## src/rtl/bin_conv_pe_if.sv

```systemverilog
// Activation stream in, result stream out: both valid/ready handshakes of the binary conv PE.
// master = producer/consumer side (fetch + writer), slave = the PE itself.
interface bin_conv_pe_if #(
    parameter int ADDR_W = 12,
    parameter int IDX_W  = 4,
    parameter int SUM_W  = 5
);
    logic              in_valid;
    logic              in_ready;
    logic              data_in;
    logic [ADDR_W-1:0] write_addr_in;
    logic [IDX_W-1:0]  idx_in;

    logic              out_valid;
    logic              out_ready;
    logic [SUM_W-1:0]  sum_out;
    logic              negative_flag;
    logic [ADDR_W-1:0] write_addr_out;
    logic [IDX_W-1:0]  idx_out;

    modport master (
        output in_valid, data_in, write_addr_in, idx_in, out_ready,
        input  in_ready, out_valid, sum_out, negative_flag, write_addr_out, idx_out
    );

    modport slave (
        input  in_valid, data_in, write_addr_in, idx_in, out_ready,
        output in_ready, out_valid, sum_out, negative_flag, write_addr_out, idx_out
    );
endinterface

```

## src/rtl/bin_conv_pe.sv

```systemverilog
// Binary (XNOR-style) convolution PE: counts weight/activation sign mismatches over TAPS taps
// and emits TAPS - 2*mismatches with the sideband captured at tap 0.
module bin_conv_pe #(
    parameter  int TAPS   = 9,
    parameter  int ADDR_W = 12,
    parameter  int IDX_W  = 4,
    localparam int CNT_W  = $clog2(TAPS + 1),
    localparam int SUM_W  = CNT_W + 1
) (
    input  logic          clock,
    input  logic          reset,
    input  logic          go,
    input  logic          clear,
    input  logic          load_weight,
    input  logic          weight_in,
    bin_conv_pe_if.slave  bus
);

    typedef enum logic {IDLE, ACCUM} state_t;

    state_t            state_q, state_d;
    logic [TAPS-1:0]   kernel_q, kernel_d;
    logic [CNT_W-1:0]  tap_cnt_q, tap_cnt_d;
    logic [CNT_W-1:0]  mism_q, mism_d;
    logic [ADDR_W-1:0] addr_sh_q, addr_sh_d;
    logic [IDX_W-1:0]  idx_sh_q, idx_sh_d;
    logic              out_valid_q, out_valid_d;
    logic [SUM_W-1:0]  sum_q, sum_d;
    logic              neg_q, neg_d;
    logic [ADDR_W-1:0] addr_out_q, addr_out_d;
    logic [IDX_W-1:0]  idx_out_q, idx_out_d;

    logic              accept;
    logic              last_tap;
    logic              tap_xor;
    logic [TAPS-1:0]   kernel_aligned;
    logic [CNT_W-1:0]  mism_total;
    logic [SUM_W-1:0]  twice_mism;

    assign bus.in_ready       = go & ~clear & ~(out_valid_q & ~bus.out_ready);
    assign accept             = bus.in_valid & bus.in_ready;
    assign bus.out_valid      = out_valid_q;
    assign bus.sum_out        = sum_q;
    assign bus.negative_flag  = neg_q;
    assign bus.write_addr_out = addr_out_q;
    assign bus.idx_out        = idx_out_q;

    // The first loaded weight ends up in the MSB, so shifting left by the tap index
    // brings the weight for the current tap to the MSB.
    assign kernel_aligned = kernel_q << tap_cnt_q;
    assign tap_xor        = kernel_aligned[TAPS-1] ^ bus.data_in;
    assign mism_total     = mism_q + CNT_W'(tap_xor);
    assign twice_mism     = {mism_total, 1'b0};
    assign last_tap       = (tap_cnt_q == CNT_W'(TAPS - 1));

    always_comb begin
        // NOTE: every next-state variable takes its held value first, so no path leaves it unassigned (no latches).
        state_d     = state_q;
        kernel_d    = kernel_q;
        tap_cnt_d   = tap_cnt_q;
        mism_d      = mism_q;
        addr_sh_d   = addr_sh_q;
        idx_sh_d    = idx_sh_q;
        out_valid_d = out_valid_q;
        sum_d       = sum_q;
        neg_d       = neg_q;
        addr_out_d  = addr_out_q;
        idx_out_d   = idx_out_q;

        if (load_weight && tap_cnt_q == '0) begin
            kernel_d = {kernel_q[TAPS-2:0], weight_in};
        end

        if (clear) begin
            state_d     = IDLE;
            tap_cnt_d   = '0;
            mism_d      = '0;
            out_valid_d = 1'b0;
        end else begin
            if (out_valid_q && bus.out_ready) begin
                out_valid_d = 1'b0;
            end
            if (accept) begin
                unique case (state_q)
                    IDLE: begin
                        addr_sh_d = bus.write_addr_in;
                        idx_sh_d  = bus.idx_in;
                        mism_d    = mism_total;
                        tap_cnt_d = CNT_W'(1);
                        state_d   = ACCUM;
                    end
                    ACCUM: begin
                        if (last_tap) begin
                            sum_d       = SUM_W'(TAPS) - twice_mism;
                            neg_d       = (twice_mism > SUM_W'(TAPS));
                            addr_out_d  = addr_sh_q;
                            idx_out_d   = idx_sh_q;
                            out_valid_d = 1'b1;
                            tap_cnt_d   = '0;
                            mism_d      = '0;
                            state_d     = IDLE;
                        end else begin
                            mism_d    = mism_total;
                            tap_cnt_d = tap_cnt_q + CNT_W'(1);
                        end
                    end
                    default: state_d = IDLE;
                endcase
            end
        end
    end

    // NOTE: state registers use non-blocking assignments so every flop samples pre-edge values.
    always_ff @(posedge clock or negedge reset) begin
        if (!reset) begin
            state_q     <= IDLE;
            kernel_q    <= '0;
            tap_cnt_q   <= '0;
            mism_q      <= '0;
            addr_sh_q   <= '0;
            idx_sh_q    <= '0;
            out_valid_q <= 1'b0;
            sum_q       <= '0;
            neg_q       <= 1'b0;
            addr_out_q  <= '0;
            idx_out_q   <= '0;
        end else begin
            state_q     <= state_d;
            kernel_q    <= kernel_d;
            tap_cnt_q   <= tap_cnt_d;
            mism_q      <= mism_d;
            addr_sh_q   <= addr_sh_d;
            idx_sh_q    <= idx_sh_d;
            out_valid_q <= out_valid_d;
            sum_q       <= sum_d;
            neg_q       <= neg_d;
            addr_out_q  <= addr_out_d;
            idx_out_q   <= idx_out_d;
        end
    end

endmodule

```

## src/flat_wrapper.sv

```systemverilog
// flat-port wrapper written by rule: the top's interface ports become plain ports
module bin_conv_pe_flat 
#(
    parameter  int TAPS   = 9,
    parameter  int ADDR_W = 12,
    parameter  int IDX_W  = 4,
    localparam int CNT_W  = $clog2(TAPS + 1),
    localparam int SUM_W  = CNT_W + 1
)
  (clock, reset, go, clear, load_weight, weight_in, bus_in_valid, bus_data_in, bus_write_addr_in, bus_idx_in, bus_out_ready, bus_in_ready, bus_out_valid, bus_sum_out, bus_negative_flag, bus_write_addr_out, bus_idx_out);
  bin_conv_pe_if #(.ADDR_W(ADDR_W), .IDX_W(IDX_W), .SUM_W(($clog2(9 + 1) + 1))) bus_i ();
  input  logic clock;
  input  logic reset;
  input  logic go;
  input  logic clear;
  input  logic load_weight;
  input  logic weight_in;
  input wire logic [$bits(bus_i.in_valid)-1:0] bus_in_valid;
  input wire logic [$bits(bus_i.data_in)-1:0] bus_data_in;
  input wire logic [$bits(bus_i.write_addr_in)-1:0] bus_write_addr_in;
  input wire logic [$bits(bus_i.idx_in)-1:0] bus_idx_in;
  input wire logic [$bits(bus_i.out_ready)-1:0] bus_out_ready;
  output wire logic [$bits(bus_i.in_ready)-1:0] bus_in_ready;
  output wire logic [$bits(bus_i.out_valid)-1:0] bus_out_valid;
  output wire logic [$bits(bus_i.sum_out)-1:0] bus_sum_out;
  output wire logic [$bits(bus_i.negative_flag)-1:0] bus_negative_flag;
  output wire logic [$bits(bus_i.write_addr_out)-1:0] bus_write_addr_out;
  output wire logic [$bits(bus_i.idx_out)-1:0] bus_idx_out;
  assign bus_i.in_valid = bus_in_valid;
  assign bus_i.data_in = bus_data_in;
  assign bus_i.write_addr_in = bus_write_addr_in;
  assign bus_i.idx_in = bus_idx_in;
  assign bus_i.out_ready = bus_out_ready;
  assign bus_in_ready = bus_i.in_ready;
  assign bus_out_valid = bus_i.out_valid;
  assign bus_sum_out = bus_i.sum_out;
  assign bus_negative_flag = bus_i.negative_flag;
  assign bus_write_addr_out = bus_i.write_addr_out;
  assign bus_idx_out = bus_i.idx_out;
  bin_conv_pe #(.TAPS(TAPS), .ADDR_W(ADDR_W), .IDX_W(IDX_W)) u_core (.clock(clock), .reset(reset), .go(go), .clear(clear), .load_weight(load_weight), .weight_in(weight_in), .bus(bus_i));
endmodule
```

## config.mk

```make
export PLATFORM = sky130hd
export DESIGN_NAME = bin_conv_pe_flat
export DESIGN_NICKNAME = d
export VERILOG_FILES = /design/src/rtl/bin_conv_pe_if.sv /design/src/rtl/bin_conv_pe.sv /design/src/flat_wrapper.sv
export SDC_FILE = /design/constraint.sdc
export NUM_CORES = 1
export LEC_CHECK = 0
export ABC_AREA = 1
export BUFFER_PORTS_ARGS = -buffer_cell sky130_fd_sc_hd__buf_2
export CELL_PAD_IN_SITES_DETAIL_PLACEMENT = 1
export CELL_PAD_IN_SITES_GLOBAL_PLACEMENT = 1
export CORE_ASPECT_RATIO = 1.2
export CORE_MARGIN = 3
export CORE_UTILIZATION = 35
export CTS_CLUSTER_DIAMETER = 80
export DETAILED_ROUTE_END_ITERATION = 8
export GPL_ROUTABILITY_DRIVEN = 0
export PLACE_DENSITY_LB_ADDON = 0.1
export SYNTH_ARGS = -nofsm -noshare
export SYNTH_HDL_FRONTEND = slang
export SYNTH_SLANG_ARGS = --single-unit
```

## constraint.sdc

```tcl
create_clock -name clock -period 3.1 [get_ports clock]
set_input_delay 0.62 -clock clock [delete_from_list [all_inputs] [get_ports clock]]
set_output_delay 0.62 -clock clock [all_outputs]
set_load 0.02 [all_outputs]
```

* Word level (Yosys, flattened, before mapping)
Cells that the tools add are included.
** Operators by class
- Add/sub/neg operators :: 3
- $lt $le $gt $ge :: 1
- Equality and inequality tests :: 1
- Shift-type cells :: 1
- Muxes and demuxes :: 17
- Bitwise logic cells :: 9
- Reduce and logical (&&, ||, !) cells :: 6
** Operators with widths (count)
- two-way mux 4 bit :: 6
- case mux 4 bit (2 select lines) :: 2
- left shift 9 x 4 -> 9 bit :: 1
- two-way mux 1 bit :: 8
- > comparator 5 x 4 -> 1 bit (second input constant) :: 1
- subtractor 4 x 5 -> 5 bit (first input constant) :: 1
- adder 4 x 1 -> 4 bit :: 1
- adder 4 x 1 -> 4 bit (second input constant) :: 1
- bitwise AND 1 bit :: 4
- equality test 4 bit (second input constant) :: 1
- zero test 4 bit :: 1
- inverter 1 bit :: 4
- AND reduction 4 bit :: 1
- AND reduction 3 bit :: 1
- logical AND 1 bit :: 2
- case mux 1 bit (2 select lines) :: 1
- nonzero test 2 bit :: 1
- bitwise XOR 1 bit :: 1
** Word-level totals
- Flip-flop bits (word level) :: 57
- Input bits :: 25
- Word-level logic and storage cells :: 49

* Longest topological paths before layout
Gate-level depths: netlist (run 1).
- Word-level depth :: 7
- Gate-level depth with buffers :: 18
- Mapped depth without buffers :: 18

* Worst setup path before layout (run 1)
OpenSTA, ideal clock, no wires.
- Path kind :: reg2reg
- From :: reg u_core.tap_cnt_q[0]
- To :: reg u_core.sum_q[3], in the netlist u_core.bus.sum_out[3]
- Library setup time :: 123 ps
- Data arrival time :: 1910 ps
- Required time :: 2977 ps
- Setup slack :: 1067 ps
- Cell stages (with the launch flop) :: 17
- Buffers on the path :: 0
- Period minus slack after synthesis :: 2033 ps
- Path through :: dfrtp_1 > inv_1 > nand2_1 > nand3_1 > nand2_1 > nand2_1 > nand3_1 > nand2_1 > nand2_1 > ha_1 > ha_1 > inv_1 > ha_1 > inv_1 > nor2_1 > o21ai_0 > nand2_1
** Between the ends
- Cells in the longest elaborated chain, start to end :: 4
- Elaborated cells on any way between the ends :: 6
** RTL lines
- from (decl) :: line bin_conv_pe.sv:23 : logic [CNT_W-1:0] tap_cnt_q, tap_cnt_d;
- from (signal assigned) :: line bin_conv_pe.sv:130 : tap_cnt_q <= tap_cnt_d;
- left shift 9 x 4 -> 9 bit :: line bin_conv_pe.sv:50 : assign kernel_aligned = kernel_q << tap_cnt_q;
- bitwise XOR 1 bit :: line bin_conv_pe.sv:51 : assign tap_xor = kernel_aligned[TAPS-1] ^ bus.data_in;
- adder 4 x 1 -> 4 bit :: line bin_conv_pe.sv:52 : assign mism_total = mism_q + CNT_W'(tap_xor);
- subtractor 4 x 5 -> 5 bit :: line bin_conv_pe.sv:94 : sum_d = SUM_W'(TAPS) - twice_mism;
- to (signal assigned) :: line bin_conv_pe.sv:135 : sum_q <= sum_d;
- to (decl) :: line bin_conv_pe.sv:28 : logic [SUM_W-1:0] sum_q, sum_d;
Parallel ways exist; a longest one is shown, timed or not.
A chain may end at the register's enable or synchronous reset.

* Worst setup path in the final report (run 1)
- From :: reg u_core.tap_cnt_q[0]
- To :: reg u_core.neg_q, in the netlist u_core.bus.negative_flag
** Between the ends
- Cells in the longest elaborated chain, start to end :: 4
- Elaborated cells on any way between the ends :: 6
** RTL lines
- left shift 9 x 4 -> 9 bit :: line bin_conv_pe.sv:50
- bitwise XOR 1 bit :: line bin_conv_pe.sv:51
- adder 4 x 1 -> 4 bit :: line bin_conv_pe.sv:52
- > comparator 5 x 4 -> 1 bit :: line bin_conv_pe.sv:95 : neg_d = (twice_mism > SUM_W'(TAPS));
- to (signal assigned) :: line bin_conv_pe.sv:136 : neg_q <= neg_d;
- to (decl) :: line bin_conv_pe.sv:29 : logic neg_q, neg_d;
Parallel ways exist; a longest one is shown, timed or not.

==> results of run 1 <==
## through the flow
stage	cell area (sq um)	util (%)	setup WS, ns	std cells
floorplan	2486	-	1.067	284
global placement	2794	40.76	0.9417	413
detailed placement	2794	40.76	0.8369	413
CTS	2975	43.41	0.7844	429
global route	2975	43.41	0.5707	429
finish	2975	43.41	0.8156	429
## state kept, by name, indices dropped and copies added, names as in the netlist, 4 cells and up
register	count
u_core.addr_sh_q	12
u_core.bus.write_addr_out	12
u_core.bus.sum_out	5
u_core.tap_cnt_q	4
u_core.kernel_q	9
u_core.mism_q	4
u_core.idx_sh_q	4
u_core.bus.idx_out	4
## cell families (layout without fill, tap and decap cells)
kind of cell | after synthesis | in the layout | synth area share [%]
compound gates | 51 | 51 | 10.52
buf+inv | 49 | 107 | 8.454
fa+ha+maj | 5 | 5 | 2.516
xor+xnor | 4 | 4 | 1.409
flops | 57 | 57 | 57.37
simple gates | 117 | 117 | 19.28
mux | 1 | 1 | 0.4529
## how the worst max path moves through the flow
stage | start | end | slack, ns | cells after the start
after floorplan | u_core.tap_cnt_q[0]$_DFFE_PN0P_ | u_core.bus.sum_out[3]$_DFFE_PN0P_ | 1.07 | 16
after global placement | u_core.tap_cnt_q[0]$_DFFE_PN0P_ | u_core.bus.negative_flag$_DFFE_PN0P_ | 0.94 | 15
after detailed placement | u_core.tap_cnt_q[0]$_DFFE_PN0P_ | u_core.bus.negative_flag$_DFFE_PN0P_ | 0.84 | 15
after CTS | u_core.tap_cnt_q[0]$_DFFE_PN0P_ | u_core.bus.negative_flag$_DFFE_PN0P_ | 0.78 | 15
after global routing | u_core.tap_cnt_q[0]$_DFFE_PN0P_ | u_core.bus.sum_out[3]$_DFFE_PN0P_ | 0.57 | 16
final | u_core.tap_cnt_q[0]$_DFFE_PN0P_ | u_core.bus.negative_flag$_DFFE_PN0P_ | 0.82 | 15
## routing by layer
metal	vias to the layer above	global-route usage (%)	wire (um)
met2	50	25.49	2718
met1	941	19.45	2682
met4	0	7.170	91
li1	992	-	-
met5	-	0	0
met3	7	4.726	280
## placed cells by master (no fill, tap or decap)
cell type   count
nor2_1         12
xnor2_1         1
ha_1            5
dfrtp_1        57
nand3_1        13
buf_4           2
clkinv_2        3
nand4_1         1
o21ai_2         1
clkbuf_8       11
nand2_1        86
o21ai_1         9
inv_2           2
inv_1          39
nand3_2         1
a21o_1          1
xor2_1          3
nor2_4          1
clkinvlp_4      2
a21oi_1         4
nor2_2          1
or2_2           1
buf_2          48
nand2_2         1
o21ai_0        36
mux2_2          1
## worst max-delay path: cells and delay by family (launching register included)
kind	cells	cell delay (ns)
AOI/OAI and AO/OA	1	0.12
and+or+nand+nor	9	0.66
buffers and inverters	2	0.25
DFF	1	0.46
adders and majority gates	3	0.70
## power groups by stage
stage	Combinational [uW]	Clock (uW)	Sequential, uW
2_1_floorplan	154	0	869
6_report	228	633	866
4_1_cts	235	662	867
3_5_place_dp	232	0	880
5_1_grt	268	702	878
3_3_place_gp	221	0	876
## final cells by class
class	instances	area share (%)
sequential	57	47.94
tap	87	3.659
clock inverter	5	1.009
inverter	41	5.172
multi-input combinational	178	28.55
timing repair buffer	50	8.579
clock buffer	11	5.088
==> flow_summary.toml, run 1 <==
[power]
irDropWorstVdd_mv = 0.2591
clock_power_share_pct = 36.6
pwr_density_cell_nw_per_um2 = 580.3
total_power_uw = 1727
swShare_pct = 28.28
p_sw_uw = 488.2
internal-power_uw = 1238
pwr-share-comb_pct = 13.2
seq_power_share_pct = 50.2
leakage_uw = 0.001610

[clock_network]
cts_tree = "built"
cts_hold_buf = 0
clkSlewWorstSetupHoldPaths_ns = 0.07
post_cts.repair.setup_buffers = 0
cts.sinks = 57
cts_buffer_depth = 2
clk_latency_ns = 0.33
cts.repair.resized = 0
htreeDepth = 3
cts.root.buffer_cell = "clkbuf_8"
cts_buffers = 9

[sta]
report.final.slew_viol_count = 0
slew_headroom_pct = 47.29
setup_tns_ns = 0
fmax_ghz = 0.4377
min_period_ns = 2.284
clock-skew-final_ns = 0.005466
fin_crit_sh_pct = 73.69
fin_hold_ws_ns = 0.3690
setup_violations = 0
hold_viol = 0
worst_pin_slew_ns = 0.7906
grt_setup_unrepaired = "false"

[synth]
ys_warn_count = 0
synth_edf_count = 0
yosysSeqAreaShare_pct = 57.37
syn_area_sq_um = 2486
yosys-top-cells-area = "dfrtp_1 57%, nand2_1 13%, o21ai_0 7.2%, inv_1 5.9%, nand3_1 2.6%"
syn-num-nets = 314
netlist_top_cells_count = "86 x nand2_1, 57 x dfrtp_1, 39 x inv_1, 36 x o21ai_0, 13 x nand3_1"
yosys.area.top_type_share_pct = 57.37
syn_area_per_cell_sq_um = 8.754
async_reset_ff_share_pct = 100.0
ys_seq_elements = 57
synth.most_common_cell = "nand2_1"
postSynthCellCount = 284
yosysTopAreaCell = "dfrtp_1"
synth_cell_type_count = 25
synthFlopType = "dfrtp_1"

[floorplan]
die_h_um = 98.33
initial_core_util_pct = 36.27
core_sq_um = 6854
rows = 33
ioPinCount = 49
dieWidth_um = 82.94
die_area_sq_um = 8155

[route]
detail-route-antenna-nets = 0
wl_mm = 5.773
drc = 0
drt_iter0_drc = 123
firstDrtPassIters = 4
via_per_inst = 4.639
vias = 1990
wire_per_inst_um = 13.46

[status]
status = "complete, no violations"

[critical_path]
end_kind = "flip-flop"
worstSetupPathType = "flip-flop to flip-flop"
rr_worst_depth = 15
regToRegSetupSlack_ns = 0.82
path_common_cell = "nand2_1"
r2r_end = "u_core.bus.negative_flag$_DFFE_PN0P_"
cp_data_arrival_time_ns = 2.54
cp_slowest_cell = "dfrtp_1"
critical_path_peak_fanout = 8
worstSetupStartpointType = "flip-flop"
required_ns = 3.35
r2r_start = "u_core.tap_cnt_q[0]$_DFFE_PN0P_"
worst_path_largest_cell_delay_ns = 0.46
cp_cell_sequence = "inv_1 > nand2_1 > nand3_1 > nand2_1 > nand2_1 > nand3_1 > nand2_1 > nand2_1 > ha_1 > ha_1 > inv_1 > ha_1 > nor2_1 > nor2_1 > o21ai_1"

[global_route]
grt_antenna_before_repair = 0
grt_pass1_wl_mm = 10.12
grt_max_degree = 40
grt_pass1_vias = 2103
overflow = 0
grt_use_total_pct = 15.78

[placement]
hpwl_mm = 4.094
port_buffers = 48

[run]
cap_violations = 0

[cells_and_area]
drive_gt1_share_pct = 21.93
nets = 367
multi_input_area_sq_um = 849.6
antenna_cells = 0
syn2layout_area_growth_pct = 19.68
fillers = 858
regArea_sq_um = 1426

[hold_path]
hp-class = "primary input to async pin"
(Power assumes the default switching activity.)
==> run 2: changes to the inputs <==
==> constraint.sdc (replaced) <==
create_clock -name clock -period 2.3 [get_ports clock]
set_input_delay 0.46 -clock clock [delete_from_list [all_inputs] [get_ports clock]]
set_output_delay 0.46 -clock clock [all_outputs]
set_load 0.02 [all_outputs]
==> flow_summary.toml, run 2 (same netlist as run 1, synthesis figures left out) <==
[status]
status = "complete, no violations"

[power]
seq_power_share_pct = 48.5
irDropWorstVdd_mv = 0.3006
total_power_uw = 2413
pwr-share-comb_pct = 12.9
internal-power_uw = 1761
clock_power_share_pct = 38.6
pwr_density_cell_nw_per_um2 = 791.4
leakage_uw = 0.001627
p_sw_uw = 651.8
swShare_pct = 27.01

[critical_path]
cp_slowest_cell = "dfrtp_1"
worst_path_largest_cell_delay_ns = 0.42
end_kind = "flip-flop"
r2r_start = "u_core.tap_cnt_q[2]$_DFFE_PN0P_"
required_ns = 2.56
regToRegSetupSlack_ns = 0.24
critical_path_peak_fanout = 4
cp_cell_sequence = "inv_1 > nand2_1 > nor2_1 > nand3_1 > nand4_1 > nand2_1 > ha_2 > ha_4 > inv_1 > ha_2 > nor2_2 > nor2_1 > o21ai_1"
crit_buf_inv = 2
rr_worst_depth = 13
worstSetupPathType = "flip-flop to flip-flop"
cp_top_family = "adder cells"
r2r_end = "u_core.bus.negative_flag$_DFFE_PN0P_"
worstSetupStartpointType = "flip-flop"
cp_data_arrival_time_ns = 2.32

[sta]
setup_slack_ns = 0.2375
fmax_ghz = 0.4848
fin_crit_sh_pct = 89.67
hold_viol = 0
fin_hold_ws_ns = 0.2589
worst_pin_slew_ns = 0.7123
report.final.slew_viol_count = 0
setup_violations = 0
clock-skew-final_ns = 0.008267
min_period_ns = 2.063
slew_headroom_pct = 52.51

[cells_and_area]
final_cell_mix = "86 x nand2_1, 56 x dfrtp_1, 48 x buf_2"
syn2layout_area_growth_pct = 22.65
antenna_cells = 0
nets = 370
stdcell_area_sq_um = 3049
drive_gt1_share_pct = 24.06
fillers = 859
fin_cells = 432
mostFrequentLayoutCell = "nand2_1"

[floorplan]
ioPinCount = 49
die_h_um = 98.33
initial_core_util_pct = 36.27
dieWidth_um = 82.94
die_area_sq_um = 8155
rows = 33
core_sq_um = 6854

[route]
vias = 2002
wire_per_inst_um = 12.78
firstDrtPassIters = 4
drt_iter0_drc = 61
drc = 0
detail-route-antenna-nets = 0
wl_mm = 5.519
via_per_inst = 4.634

[global_route]
grt_antenna_before_repair = 0
grt_use_total_pct = 14.93
grt_max_degree = 58
grt_pass1_vias = 2201
grt_pass1_wl_mm = 9.749
overflow = 0

[clock_network]
htreeDepth = 3
cts_buffer_depth = 2
clkSlewWorstSetupHoldPaths_ns = 0.07
cts.root.buffer_cell = "clkbuf_8"
clk_latency_ns = 0.33
cts_tree = "built"
cts.sinks = 57
cts_buffers = 9

[placement]
port_buffers = 48
place_area_sq_um = 2821
dp_cells = 415
place_ws_ns = 0.05928
hpwl_mm = 3.829

[run]
cap_violations = 0

[hold_path]
hp-class = "primary input to async pin"
## run 2: cell types whose count changed in the layout (fill, tap and decap cells not counted), sizes merged
cell	delta
clkinv	-1
buf	+3
bufinv	+1
## run 2: repair_timing
item                                    4_1_cts  5_1_grt
endpoints found under the setup margin        0        5
resized for setup                             0        8
setup buffers                                 0        1
hold buffers                                  0        0
## run 2: power by group through the flow
stage / registers (uW) / clock network [uW] / logic, uW
floorplan: 1170 / 0 / 208
global placement: 1180 / 0 / 300
detailed placement: 1190 / 0 / 306
CTS: 1170 / 968 / 308
global route: 1180 / 1010 / 381
finish: 1170 / 932 / 312
## run 2: per-layer routing
layer / vias up / global-route usage, % / share of wire (%)
li1: 996 / - / -
met1: 957 / 17.95 / 46
met2: 43 / 24.69 / 48
met3: 6 / 5.148 / 4.9
met4: 0 / 5.660 / 1.3
met5: - / 0 / 0
## run 2: stage by stage
step	setup TNS, ns	util (%)
after global placement	0	41.16
after detailed placement	0	41.16
after floorplan	0	-
after global routing	-0.01786	44.49
after CTS	0	44.03
final	0	44.49
## run 2: final cells by class
class	instances	area, sq um	share of cell area [%]
clock buffers	11	141.4	4.637
clock inverters	5	55.05	1.806
inverters	41	156.4	5.129
multi-input cells	178	869.6	28.52
flip-flops and latches	57	1428	46.82
well taps	87	108.9	3.570
repair buffers	53	290.3	9.520
## run 2: worst max path at each step
stage,startpoint,end,cells past startpoint
after floorplan,u_core.tap_cnt_q[0]$_DFFE_PN0P_,u_core.bus.sum_out[3]$_DFFE_PN0P_,16
after CTS,u_core.tap_cnt_q[0]$_DFFE_PN0P_,u_core.bus.sum_out[3]$_DFFE_PN0P_,16
final,u_core.tap_cnt_q[2]$_DFFE_PN0P_,u_core.bus.negative_flag$_DFFE_PN0P_,13
after global routing,u_core.tap_cnt_q[1]$_DFFE_PN0P_,u_core.bus.sum_out[4]$_DFFE_PN0P_,17
after detailed placement,u_core.tap_cnt_q[0]$_DFFE_PN0P_,u_core.bus.sum_out[3]$_DFFE_PN0P_,16
after global placement,u_core.tap_cnt_q[0]$_DFFE_PN0P_,u_core.bus.sum_out[3]$_DFFE_PN0P_,16
==> run 3: changes to the inputs <==
--- a/config.mk
+++ b/config.mk
@@ -15,6 +15,7 @@
 export CTS_CLUSTER_DIAMETER = 80
 export DETAILED_ROUTE_END_ITERATION = 8
 export GPL_ROUTABILITY_DRIVEN = 0
+export MAX_ROUTING_LAYER = met4
 export PLACE_DENSITY_LB_ADDON = 0.1
 export SYNTH_ARGS = -nofsm -noshare
 export SYNTH_HDL_FRONTEND = slang
==> constraint.sdc (replaced) <==
create_clock -name clock -period 2 [get_ports clock]
set_input_delay 0.4 -clock clock [delete_from_list [all_inputs] [get_ports clock]]
set_output_delay 0.4 -clock clock [all_outputs]
set_load 0.02 [all_outputs]
==> flow_summary.toml, run 3 (same netlist as run 1, synthesis figures left out) <==
[status]
status = "finished with violations"
violations = "setup timing"

[clock_network]
cts_tree = "built"
htreeDepth = 3
clkSlewWorstSetupHoldPaths_ns = 0.07
cts.sinks = 57
clk_latency_ns = 0.34
cts_buffer_depth = 2
cts_buffers = 9
cts.root.buffer_cell = "clkbuf_8"

[critical_path]
cp_top_family = "adder cells"
worstSetupStartpointType = "flip-flop"
cp_cell_sequence = "inv_4 > nand2_1 > nand3_1 > nand2_1 > nand2_2 > nand3_2 > nand2_2 > nand2_2 > ha_4 > ha_4 > inv_4 > ha_4 > inv_2 > nor2_1 > o21ai_1 > nand2_1"
cp_data_arrival_time_ns = 2.23
required_ns = 2.23
critical_path_peak_fanout = 6
regToRegSetupSlack_ns = -0.002
r2r_end = "u_core.bus.sum_out[3]$_DFFE_PN0P_"
cp-startpoint = "u_core.tap_cnt_q[0]$_DFFE_PN0P_"
worst-path-stages = 16
cp_slowest_cell = "dfrtp_2"
r2r_start = "u_core.tap_cnt_q[0]$_DFFE_PN0P_"
end_kind = "flip-flop"
worst_path_largest_cell_delay_ns = 0.46
worstSetupPathType = "flip-flop to flip-flop"
crit_buf_inv = 3
rr_worst_depth = 16
critPathCapture = "u_core.bus.sum_out[3]$_DFFE_PN0P_"

[cells_and_area]
final_cell_mix = "75 x nand2_1, 56 x dfrtp_1, 48 x buf_2"
final_util_pct = 47.01
nets = 382
antenna_cells = 0
fin_cells = 444
syn2layout_area_growth_pct = 29.59
drive_gt1_share_pct = 32.49
mostFrequentLayoutCell = "nand2_1"

[sta]
fin_crit_sh_pct = 100.1
setup_slack_ns = -0.001998
hold_viol = 0
slew_headroom_pct = 68.12
setup_violations = 1
min_period_ns = 2.002
fmax_ghz = 0.4995
worst_pin_slew_ns = 0.4764
report.final.slew_viol_count = 0
grt_setup_unrepaired = "true"
clock-skew-final_ns = 0.007539

[floorplan]
rows = 33
ioPinCount = 49
core_sq_um = 6854
initial_core_util_pct = 36.27
dieWidth_um = 82.94
die_area_sq_um = 8155
die_h_um = 98.33

[power]
total_power_uw = 2732
irDropWorstVdd_mv = 0.3445
leakage_uw = 0.001705
pwr_density_cell_nw_per_um2 = 848.0

[route]
detail-route-antenna-nets = 0
drt_iter0_drc = 78
vias = 2067
drc = 0
via_per_inst = 4.655
firstDrtPassIters = 4
wire_per_inst_um = 13.48
wl_mm = 5.984

[global_route]
grt_pass1_vias = 2227
grt_max_degree = 58
grt_antenna_before_repair = 0
overflow = 0
grt_pass1_wl_mm = 10.16
grt_use_total_pct = 16.20

[hold_path]
hp-class = "primary input to async pin"

[placement]
place_ws_ns = -0.2026
port_buffers = 48
hpwl_mm = 4.120
dp_cells = 425

[run]
cap_violations = 0
==> run 3: how the worst min path moves through the flow <==
stage          start                                  endpoint  slack (ns)  cells after the start
5_1_grt        reset         u_core.bus.idx_out[0]$_DFFE_PN0P_        0.08                      2
4_1_cts        reset  u_core.bus.write_addr_out[6]$_DFFE_PN0P_        0.06                      2
6_report       reset  u_core.bus.write_addr_out[4]$_DFFE_PN0P_        0.05                      2
3_5_place_dp   reset  u_core.bus.write_addr_out[6]$_DFFE_PN0P_        0.43                      2
2_1_floorplan  reset           u_core.addr_sh_q[0]$_DFFE_PN0P_        0.10                      0
3_3_place_gp   reset  u_core.bus.write_addr_out[6]$_DFFE_PN0P_        0.43                      2
==> run 3: area by class of cell <==
type / instances / area, sq um
clock buffer: 10 / 127.6
clock inverter: 6 / 35.03
fill: 841 / 3632
inverter: 41 / 158.9
multi-input combinational: 178 / 954.7
sequential: 57 / 1428
tap: 87 / 108.9
timing repair buffer: 65 / 409.1
==> run 3: repair_timing <==
action | 4_1_cts | 5_1_grt
pin swaps | 10 | 11
hold buffers | 0 | 0
endpoints found under the setup margin | 4 | 7
buffers inserted | 2 | 1
resized for setup | 18 | 15
==> run 3: metrics by stage <==
| stage | hold WS, ns | setup TNS (ns) | cell area (sq um) |
|---|---|---|---|
| after floorplan | 0.1044 | 0 | 2486 |
| after global placement | 0.4312 | -0.1345 | 2922 |
| after detailed placement | 0.4331 | -0.5535 | 2922 |
| after CTS | 0.05644 | -0.06739 | 3166 |
| after global routing | 0.07890 | -0.5121 | 3222 |
| final | 0.04645 | -0.001998 | 3222 |
==> run 3: worst reg2reg max path: stages, from the launching register on <==
cell,delay (ns)
dfrtp_2,0.46
inv_4,0.10
nand2_1,0.05
nand3_1,0.06
nand2_1,0.07
nand2_2,0.07
nand3_2,0.07
nand2_2,0.06
nand2_2,0.06
ha_4,0.17
ha_4,0.28
inv_4,0.04
ha_4,0.16
inv_2,0.04
nor2_1,0.03
o21ai_1,0.12
nand2_1,0.06
==> run 3: layer usage <==
| metal | routed length [um] | vias to the layer above | track usage [%] |
|---|---|---|---|
| met5 | 0 | - | - |
| met4 | 108 | 0 | 8.176 |
| met3 | 282 | 14 | 4.557 |
| met2 | 2893 | 41 | 25.49 |
| met1 | 2699 | 994 | 18.94 |
| li1 | - | 1018 | - |
==> run 3: power breakdown <==
group	leakage [uW]	switching [uW]	total, uW	internal [uW]
logic	0.000871	278	483	205
registers	0.000752	63.9	1350	1280
clock network	0.0000818	462	901	439
total	0.00170	804	2730	1930
